### src/rtl/pipe_stage_reg.sv
// Inter-stage pipeline register: payload + valid, flush/bubble/hold control
// decoded from the global stall vector, and saturating bubble/hold counters.
module pipe_stage_reg #(
    parameter int unsigned        DATA_W      = 32,
    parameter int unsigned        STALL_W     = 6,
    parameter int unsigned        STAGE_IDX   = 2,
    parameter logic [DATA_W-1:0]  NOP_VALUE   = '0,
    parameter logic [DATA_W-1:0]  STICKY_MASK = '0,
    parameter int unsigned        CNT_W       = 16
) (
    input  logic               clk,
    input  logic               rst,
    input  logic [STALL_W-1:0] stall,
    input  logic               flush,
    input  logic               cnt_clr,
    input  logic               in_valid,
    input  logic [DATA_W-1:0]  in_data,
    output logic               in_ready,
    output logic               out_valid,
    output logic [DATA_W-1:0]  out_data,
    output logic               out_fire,
    output logic [CNT_W-1:0]   bubble_cnt,
    output logic [CNT_W-1:0]   hold_cnt
);

    logic              stall_up;
    logic              stall_dn;
    logic              valid_q, valid_d;
    logic [DATA_W-1:0] data_q, data_d;
    logic [CNT_W-1:0]  bub_q, bub_d;
    logic [CNT_W-1:0]  hold_q, hold_d;

    assign stall_up = stall[STAGE_IDX];

    // The last stage has no downstream stall bit; it can never be held.
    if (STAGE_IDX < STALL_W - 1) begin : g_dn
        assign stall_dn = stall[STAGE_IDX+1];
    end else begin : g_last
        assign stall_dn = 1'b0;
    end

    always_comb begin
        valid_d = valid_q;
        data_d  = data_q;
        bub_d   = bub_q;
        hold_d  = hold_q;
        if (flush) begin
            valid_d = 1'b0;
            data_d  = NOP_VALUE;
        end else if (stall_up && !stall_dn) begin
            valid_d = 1'b0;
            data_d  = (NOP_VALUE & ~STICKY_MASK) | (data_q & STICKY_MASK);
            if (bub_q != '1) bub_d = bub_q + 1'b1;
        end else if (stall_up) begin
            if (valid_q && hold_q != '1) hold_d = hold_q + 1'b1;
        end else begin
            // Illegal stall_up=0/stall_dn=1 also lands here and advances.
            valid_d = in_valid;
            data_d  = in_valid ? in_data
                               : (NOP_VALUE & ~STICKY_MASK) | (in_data & STICKY_MASK);
        end
        if (cnt_clr) begin
            bub_d  = '0;
            hold_d = '0;
        end
    end

    always_ff @(posedge clk) begin
        if (rst) begin
            valid_q <= 1'b0;
            data_q  <= NOP_VALUE;
            bub_q   <= '0;
            hold_q  <= '0;
        end else begin
            valid_q <= valid_d;
            data_q  <= data_d;
            bub_q   <= bub_d;
            hold_q  <= hold_d;
        end
    end

    assign in_ready   = ~stall_up;
    assign out_valid  = valid_q;
    assign out_data   = data_q;
    assign out_fire   = valid_q & ~stall_dn;
    assign bubble_cnt = bub_q;
    assign hold_cnt   = hold_q;

    a_stall_encoding: assert property (@(posedge clk) disable iff (rst)
        !(!stall_up && stall_dn));

endmodule
### config.mk
export PLATFORM = sky130hd
export DESIGN_NAME = pipe_stage_reg
export DESIGN_NICKNAME = d
export VERILOG_FILES = /design/src/rtl/pipe_stage_reg.sv
export SDC_FILE = /design/constraint.sdc
export NUM_CORES = 1
export LEC_CHECK = 0
export CAP_MARGIN = 0
export CELL_PAD_IN_SITES_DETAIL_PLACEMENT = 0
export CELL_PAD_IN_SITES_GLOBAL_PLACEMENT = 1
export CORE_MARGIN = 2
export CORE_UTILIZATION = 33
export CTS_CLUSTER_DIAMETER = 50
export DETAILED_ROUTE_END_ITERATION = 10
export GPL_TIMING_DRIVEN = 0
export PLACE_DENSITY_LB_ADDON = 0.1
export SLEW_MARGIN = 0
export SYNTH_ARGS = -nofsm -noshare
export SYNTH_HDL_FRONTEND = slang
export SYNTH_SLANG_ARGS = --single-unit
### constraint.sdc
create_clock -name clk -period 3 [get_ports clk]
set_input_delay 0.9 -clock clk [delete_from_list [all_inputs] [get_ports clk]]
set_output_delay 0.9 -clock clk [all_outputs]
set_load 0.005 [all_outputs]
After elaboration in Yosys (flattened, before gate mapping)
Cells that the tools add are included.
Widths: inputs -> output; s select.
{"block": "word_totals", "wordCells": 21, "out_inout_bits": 67, "register_bits": 65}
{"block": "op_classes", "reduce_logical": 7, "n_eq_ne": 2, "bitwise_logic": 5, "n_mux": 1, "addsub": 2}
{"cell": "$add 16x1->16 const B", "n": 2}
{"cell": "$mux 32", "n": 1}
{"cell": "$ne 16x16->1 const B", "n": 2}
{"cell": "$not 1->1", "n": 4}
{"cell": "$reduce_and 4->1", "n": 1}
{"cell": "$reduce_and 3->1", "n": 1}
{"cell": "$reduce_or 3->1", "n": 1}
{"cell": "$logic_and 1x1->1", "n": 2}
{"cell": "$reduce_or 2->1", "n": 1}
{"cell": "$and 1x1->1", "n": 1}
{"cell": "$logic_not 1->1", "n": 1}

Longest topological paths before layout
Gate-level depths: netlist of the first run.
{"block": "depth", "ltp_word": 4, "ltp_mapped": 6}

Worst setup path before layout of the first run
Ideal clock, no wire load.
{"block": "synth_timing", "kind": "input to register", "startpoint": "in flush", "endpoint": "reg hold_q[7] (netlist: hold_cnt[7])", "stages": 5, "t_arrival_ps": 2212, "slack_ps": 718, "path_buffers": 1, "t_required_ps": 2930, "path_cell_list": "nand4b_1 or3_1 clkbuf_1 or4_1 a21oi_1"}
{"block": "synth_between", "elab_chain_len": 2}
{"element": "from (decl)", "line_no": "14", "text": "input logic flush,"}
{"element": "$not 1->1 (no line)"}
{"element": "$reduce_and 4->1 (no line)"}
{"element": "to (signal assigned)", "line_no": "78", "text": "hold_q <= hold_d;"}
{"element": "to (decl)", "line_no": "31", "text": "logic [CNT_W-1:0] hold_q, hold_d;"}
No other way between the ends.
A chain may end at the register's enable or synchronous reset.

Worst setup path after layout of the first run
{"block": "layout_timing", "startpoint": "in stall[2]", "endpoint": "out in_ready"}
{"block": "layout_between", "elab_chain_len": 1}
{"element": "from (decl)", "line_no": "13", "text": "input logic [STALL_W-1:0] stall,"}
{"element": "$not 1->1", "line_no": "82", "text": "assign in_ready = ~stall_up;"}
{"element": "to (decl)", "line_no": "18", "text": "output logic in_ready,"}
No other way between the ends.

==> qor.txt, run 1 <==
Post-Syn Instances: 316
crit start category: input pin
worst skew pair latency: 330 ps
Final nets: 477
largest net degree at the start of global routing: 11
class of the worst hold path: reg -> reg
Root Buffer Master: clkbuf_8
CTS max path bufs: 2
CP endpoint kind: output port
final count of hold timing violations: 0
dpl hpwl: 5677 um
Synth top cells by count: dfxtp_1 (65), nor2_1 (42), a22oi_1 (32)
CTS clk-pin slew, worst paths: 70 ps
Setup CP Type: in -> out
TritonCTS clock tree: built
first-pass GRT wire length: 12580 um
drt total wl: 7892 um
peak supply drop: 0.0002087 V
total negative setup slack: 0 ps
Slew HR: 32.58%
vias per cell: 5.311
Detail Route Antenna Nets: 0
final setup violation count: 0
syn_area_per_cell: 8.754 um2
drt pass-1 iters: 4
pwr dens: 416.2 mW/mm2
Core ar.: 0.008175 mm2
worst slew pin tran: 1002 ps
Max Fanout on Critical Path: 10
clock skew: 6.784 ps
top post-synthesis cells by area: dfxtp_1 (47%), a22oi_1 (8.7%), nor2_1 (5.7%)
yosys warns: 0
critical-path cell list: clkdlybuf4s50_1 -> buf_4 -> inv_1 -> dlygate4sd2_1
gr ovfl total: 0
CP max stage cell: clkdlybuf4s50_1
mean routed wirelength per cell: 14.59 um
DR DRC count: 0
Post-Syn Nets: 361
starting density of the core: 33.84%
most common cell in the netlist: dfxtp_1
CTS buffer count: 9
Area growth, synth to finish: 49.21%
RSZ-0062 raised after global routing: no
Synth Register Bits: 65
biggest area consumer among synthesized cells: dfxtp_1
fmax: 0.3517 GHz
number of clock sinks: 65
initial antenna violation count: 0
synthesized cell area: 0.002766 mm2
CP peak stage delay: 520 ps
Max Cap Viol: 0
layout cells sized above 1: 5.046%
Period Utilization, post-route: 94.78%
fin crit period: 2843 ps
drt initial violations: 121
number of antenna diodes: 0
ys async rst share: 0%
Hold Crit Depth: 2
Worst EP arrival: 1940 ps
Data required, critical path: 2100 ps
Synth cell types: 41
row cnt: 33
register area share after synthesis: 47.04%
Die Height: 95.56 um
leakage power: 1.356 nW
R2R depth: 6
postcts setup bufs: 0
vias in the first global route: 2605
Final Power: 1.718 mW
vias: 2873
H-tree depth: 3
die width: 95.56 um
Ports: 110
status: finished clean
Fillers: 800
EDFF count, synth: 0
total track usage: 17.70%
Yosys top cell area share: 47.04%
Final Wtd Congestion: 0.7959
Synth Flop Type: dfxtp_1
IO buf count: 105
Die ar.: 0.009132 mm2
Max Transition Viols Final: 0
metal layers:
layer	vias up	global-route usage (%)	wire length (um)
met5	-	0	0
met4	0	7.143	106
met2	94	25.93	3429
met3	9	7.510	769
li1	1428	-	-
met1	1342	22.83	3588
repair_timing:
item,CTS,global route
resized for setup,4,0
hold buffers,0,0
setup endpoints to repair,2,0
hold endpoints to repair,0,0
state kept, by name, summed over array words and instances (netlist names):
| name | cells |
|---|---|
| out_valid | 1 |
| bubble_cnt | 16 |
| out_data | 32 |
| hold_cnt | 16 |
per-stage QoR:
| step | hold WS, ps | std cells | area [um2] | setup slack (ps) | util, % |
|---|---|---|---|---|---|
| 2_1_floorplan | 479.4 | 316 | 2766 | 717.7 | - |
| 3_3_place_gp | 490.5 | 526 | 3949 | -116.7 | 48.30 |
| 3_5_place_dp | 498.6 | 526 | 3949 | -117.6 | 48.30 |
| 4_1_cts | 516.1 | 541 | 4128 | 139.3 | 50.49 |
| 5_1_grt | 532.0 | 541 | 4128 | 87.87 | 50.49 |
| 6_report | 509.2 | 541 | 4128 | 156.5 | 50.49 |
layout by cell type (no fill, tap or decap), drive strengths merged, types with 3 or more instances in the layout:
master and instances:
inv 4, dfxtp 65, o21ai 9, or4 11, o31ai 8, o41ai 5, a21oi 22, a22oi 32
nand3 13, nor3 4, buf 4, nand4 6, mux2i 3, nor2 42, nand2 21, nor4 5
a41o 3, o311ai 3, a31oi 4, or3 12, clkdlybuf4s50 103, and3 6, clkinv 3, clkbuf 26
final cells by class:
| cell class | instances | area [um2] | area share, % |
|---|---|---|---|
| buffer | 19 | 76.32 | 1.849 |
| multi-input combinational | 228 | 1379 | 33.40 |
| clock inverter | 4 | 45.04 | 1.091 |
| clock buffer | 11 | 131.4 | 3.183 |
| sequential | 65 | 1301 | 31.52 |
| tap | 105 | 131.4 | 3.183 |
| timing repair buffer | 105 | 1049 | 25.40 |
| inverter | 4 | 15.01 | 0.3637 |
path summary, 6_finish.rpt:
check                  end  slack, ps           from
min           out_data[27]        510   out_data[27]
max reg2reg  bubble_cnt[5]        610  bubble_cnt[0]
max               in_ready        160       stall[2]
min reg2reg   out_data[27]        510   out_data[27]
worst max-delay path: cells and delay by family:
family / cells / cell delay [ps]
buffers and inverters: 4 / 1040
cells by family (layout without fill, tap and decap cells):
logic type	after synthesis	in the layout	synth area share (%)
adder cells (fa/ha/maj)	2	2	0.9044
XOR/XNOR	1	1	0.3167
AO/OA/AOI/OAI	92	92	23.16
multiplexers	3	3	1.086
buffers and inverters	23	143	3.211
flip-flops	65	65	47.04
AND/OR/NAND/NOR	130	130	24.29
where the power goes:
group	internal, mW	leakage [nW]	switching [mW]
registers	0.870	0.525	0.00446
logic	0.0773	0.739	0.0609
clock network	0.376	0.0929	0.329
total	1.32	1.36	0.395
Power figures use the tool's default switching activity.
==> run 2: changes to the inputs <==
--- a/config.mk
+++ b/config.mk
@@ -10,10 +10,12 @@
 export CELL_PAD_IN_SITES_GLOBAL_PLACEMENT = 1
 export CORE_MARGIN = 2
 export CORE_UTILIZATION = 33
+export CTS_BUF_LIST = sky130_fd_sc_hd__clkbuf_8 sky130_fd_sc_hd__clkbuf_16
 export CTS_CLUSTER_DIAMETER = 50
 export DETAILED_ROUTE_END_ITERATION = 10
 export GPL_TIMING_DRIVEN = 0
 export PLACE_DENSITY_LB_ADDON = 0.1
+export SETUP_SLACK_MARGIN = 0.2
 export SLEW_MARGIN = 0
 export SYNTH_ARGS = -nofsm -noshare
 export SYNTH_HDL_FRONTEND = slang
==> qor.txt, run 2 (same netlist as run 1, synthesis figures left out) <==
Max Cap Viol: 0
Largest register FFs: 32
worst slew pin tran: 996.4 ps
r2r setup slk: 590 ps
initial antenna violation count: 0
drt initial violations: 131
fmax: 0.3698 GHz
final setup violation count: 0
TritonCTS clock tree: built
Die Height: 95.56 um
CTS buffer count: 9
row cnt: 33
total track usage: 17.71%
clock skew: 6.049 ps
starting density of the core: 33.84%
fin crit period: 2704 ps
CTS max path bufs: 2
gr ovfl total: 0
Area growth, synth to finish: 49.39%
number of antenna diodes: 0
Data required, critical path: 2100 ps
drt total wl: 7886 um
crit start category: input pin
Final Wtd Congestion: 0.7959
DR DRC count: 0
status: finished clean
Max Fanout on Critical Path: 6
R2R depth: 6
leakage power: 1.367 nW
Hold Crit Depth: 2
vias in the first global route: 2606
Ports: 110
total negative setup slack: 0 ps
CTS resizes: 8
design area: 0.004133 mm2
peak supply drop: 0.0002098 V
Max Transition Viols Final: 0
Die ar.: 0.009132 mm2
mean routed wirelength per cell: 14.58 um
RR Endpoint: bubble_cnt[5]
Post-Place Cells: 526
fin cells: 541
reg-to-reg startpoint: bubble_cnt[0]
IO buf count: 105
Core ar.: 0.008175 mm2
Fillers: 800
CTS clk-pin slew, worst paths: 70 ps
Root Buffer Master: clkbuf_8
Worst Hold End: out_data[27]
drt pass-1 iters: 4
most common cell after layout, fill and taps aside: clkdlybuf4s50_1
Final Power: 1.712 mW
min-delay src: out_data[27]
layout cells sized above 1: 5.275%
class of the worst hold path: reg -> reg
Slew HR: 32.96%
die width: 95.56 um
most frequent cells in the layout: clkdlybuf4s50_1 (102), dfxtp_1 (65), nor2_1 (42)
largest net degree at the start of global routing: 11
final count of hold timing violations: 0
RSZ-0062 raised after global routing: no
Setup CP Type: in -> out
Worst EP arrival: 1800 ps
vias per cell: 5.344
number of clock sinks: 65
pwr dens: 414.2 mW/mm2
Final nets: 477
dpl hpwl: 5677 um
Period Utilization, post-route: 90.13%
first-pass GRT wire length: 12590 um
H-tree depth: 3
placed inst area: 0.003949 mm2
Detail Route Antenna Nets: 0
CP endpoint kind: output port
hold_buf cts: 0
postcts setup bufs: 0
vias: 2891
worst skew pair latency: 330 ps
==> run 2: per-layer routing <==
metal  vias up  routed length [um]  track usage, %
li1       1430                   -               -
met1      1354                3584           22.88
met2        98                3418           25.93
met3         9                 776           7.510
met4         0                 106           7.143
met5         -                   0               0
==> run 2: worst max path at each step <==
stage / slack, ps / end / depth (start not counted) / start
floorplan: 720 / hold_cnt[7] / 5 / flush
detailed placement: -120 / in_ready / 4 / stall[2]
finish: 300 / out_fire / 3 / stall[3]
CTS: 280 / out_fire / 3 / stall[3]
global route: 250 / hold_cnt[7] / 6 / flush
global placement: -120 / in_ready / 4 / stall[2]
==> run 2: power by group <==
| part | internal, mW | switching (mW) | total [mW] |
|---|---|---|---|
| Combinational | 0.0775 | 0.0611 | 0.139 |
| Clock | 0.369 | 0.329 | 0.699 |
| Sequential | 0.870 | 0.00446 | 0.875 |
==> run 2: layout make-up <==
| cell class | count | area (um2) | area share [%] |
|---|---|---|---|
| multi-input combinational | 228 | 1379 | 33.36 |
| sequential | 65 | 1301 | 31.49 |
| timing repair buffer | 105 | 1050 | 25.40 |
| tap | 105 | 131.4 | 3.179 |
| clock buffer | 9 | 123.9 | 2.997 |
| buffer | 19 | 80.08 | 1.938 |
| clock inverter | 6 | 52.55 | 1.272 |
| inverter | 4 | 15.01 | 0.3633 |
==> run 2: stage by stage <==
stage | setup slack (ps) | hold WS [ps] | utilization [%]
final | 296.0 | 509.3 | 50.55
after global routing | 246.3 | 532.0 | 50.55
after detailed placement | -117.6 | 498.6 | 48.30
after CTS | 280.6 | 516.1 | 50.55
after floorplan | 717.7 | 479.4 | -
after global placement | -116.7 | 490.5 | 48.30
==> run 2: worst max-delay path, stage by stage <==
cell             delay [ps]
clkdlybuf4s15_2         240
nor2b_2                 150
clkdlybuf4s50_1         510
==> run 3: changes to the inputs <==
--- a/config.mk
+++ b/config.mk
@@ -8,7 +8,6 @@
 export CAP_MARGIN = 0
 export CELL_PAD_IN_SITES_DETAIL_PLACEMENT = 0
 export CELL_PAD_IN_SITES_GLOBAL_PLACEMENT = 1
-export CORE_MARGIN = 2
 export CORE_UTILIZATION = 33
 export CTS_BUF_LIST = sky130_fd_sc_hd__clkbuf_8 sky130_fd_sc_hd__clkbuf_16
 export CTS_CLUSTER_DIAMETER = 50
==> qor.txt, run 3 (same netlist as run 1, synthesis figures left out) <==
status: finished clean
dpl hpwl: 5583 um
final count of hold timing violations: 0
row cnt: 33
drt initial violations: 70
fin cells: 542
fin util: 51.04%
layout cells sized above 1: 5.950%
Fillers: 802
RSZ-0062 raised after global routing: no
most common cell after layout, fill and taps aside: clkdlybuf4s50_1
Core ar.: 0.008175 mm2
number of clock sinks: 65
Max Cap Viol: 0
Area growth, synth to finish: 50.84%
mean routed wirelength per cell: 14.33 um
H-tree depth: 3
Die ar.: 0.008753 mm2
postcts setup bufs: 0
Root Buffer Master: clkbuf_8
vias per cell: 5.304
CTS clk-pin slew, worst paths: 80 ps
IO buf count: 105
Detail Route Antenna Nets: 0
multi-input logic area: 0.001379 mm2
Data required, critical path: 3270 ps
Ports: 110
number of antenna diodes: 0
worst slew pin tran: 973.1 ps
min-delay src: out_data[5]
die width: 93.56 um
Post-Place Cells: 526
CTS buffer count: 9
gr ovfl total: 0
total track usage: 18.43%
DR DRC count: 0
worst skew pair latency: 340 ps
largest net degree at the start of global routing: 13
clock skew: 10.88 ps
Worst EP arrival: 2910 ps
drt pass-1 iters: 4
Max Fanout on Critical Path: 7
Setup CP Type: in -> reg
Max Transition Viols Final: 0
Final Power: 1.834 mW
crit path from: flush
pwr dens: 439.6 mW/mm2
final setup violation count: 0
class of the worst hold path: reg -> reg
Setup WS pre-CTS: -133.5 ps
crit start category: input pin
vias in the first global route: 2612
Die Height: 93.56 um
initial antenna violation count: 0
Final nets: 477
most frequent cells in the layout: clkdlybuf4s50_1 (102), dfxtp_1 (65), nor2_1 (42)
first-pass GRT wire length: 12520 um
TritonCTS clock tree: built
peak supply drop: 0.0002654 V
starting density of the core: 33.84%
fin crit period: 2641 ps
CTS max path bufs: 2
leakage power: 1.382 nW
Period Utilization, post-route: 88.03%
Largest register FFs: 32
fmax: 0.3787 GHz
drt total wl: 7769 um
Final Wtd Congestion: 0.7759
Slew HR: 34.53%
flip-flop and latch area: 0.001301 mm2
reg-to-reg startpoint: bubble_cnt[0]
Setup WS post-layout: 359.1 ps
vias: 2875
CP endpoint kind: register
run 3: changes by cell type in the layout (fill, tap and decap cells not counted):
cell             change
dlymetal6s2s_1       +1
clkinv_2             -1
clkdlybuf4s15_2      -1
bufinv_16            +1
inv_1                -2
dlygate4sd2_1        -1
clkbuf_2             +1
clkinv_4             +2
clkinvlp_4           +1
run 3: layout make-up:
type	instances	share of cell area, %
multi-input combinational	228	33.04
sequential	65	31.18
timing repair buffer	105	25.10
tap	105	3.148
clock buffer	9	2.969
clock inverter	7	2.279
buffer	19	1.919
inverter	4	0.3598
run 3: timing repair:
| item | CTS | global route |
|---|---|---|
| gates cloned | 0 | 0 |
| setup endpoints to repair | 2 | 2 |
| endpoints found under the hold margin | 0 | 0 |
| gates resized for setup | 5 | 3 |
| hold buffers | 0 | 0 |
run 3: path summary, 6_finish.rpt:
kind / cells past startpoint / slack (ps) / to
worst min-delay path: 2 / 510 / out_data[5]
worst max-delay path: 6 / 360 / hold_cnt[7]
worst max register to register: 6 / 560 / bubble_cnt[5]
worst min register to register: 2 / 510 / out_data[5]
run 3: metal layers:
metal / track usage [%] / share of wire [%] / vias up
met4: 7.564 / 2.3 / 0
li1: - / - / 1426
met5: 0 / 0 / -
met2: 28.00 / 44 / 86
met1: 23.13 / 46 / 1348
met3: 7.317 / 8.5 / 15
run 3: worst max-delay path: stages:
cell	delay [ps]
clkdlybuf4s50_1	490
nand4b_1	300
or3_1	400
clkbuf_1	170
or4_1	480
a21oi_1	160
run 3: metrics by stage:
stage / hold WS (ps) / instance area [um2] / TNS, ps
CTS: 513.2 / 4174 / 0
finish: 508.3 / 4173 / 0
global placement: 490.4 / 3949 / -174.0
detailed placement: 497.7 / 3949 / -240.0
floorplan: 479.4 / 2766 / 0
global route: 525.5 / 4173 / 0
run 3: power breakdown:
| group | internal (mW) | switching [mW] |
|---|---|---|
| logic | 0.0773 | 0.0607 |
| clock network | 0.467 | 0.354 |
| registers | 0.870 | 0.00452 |
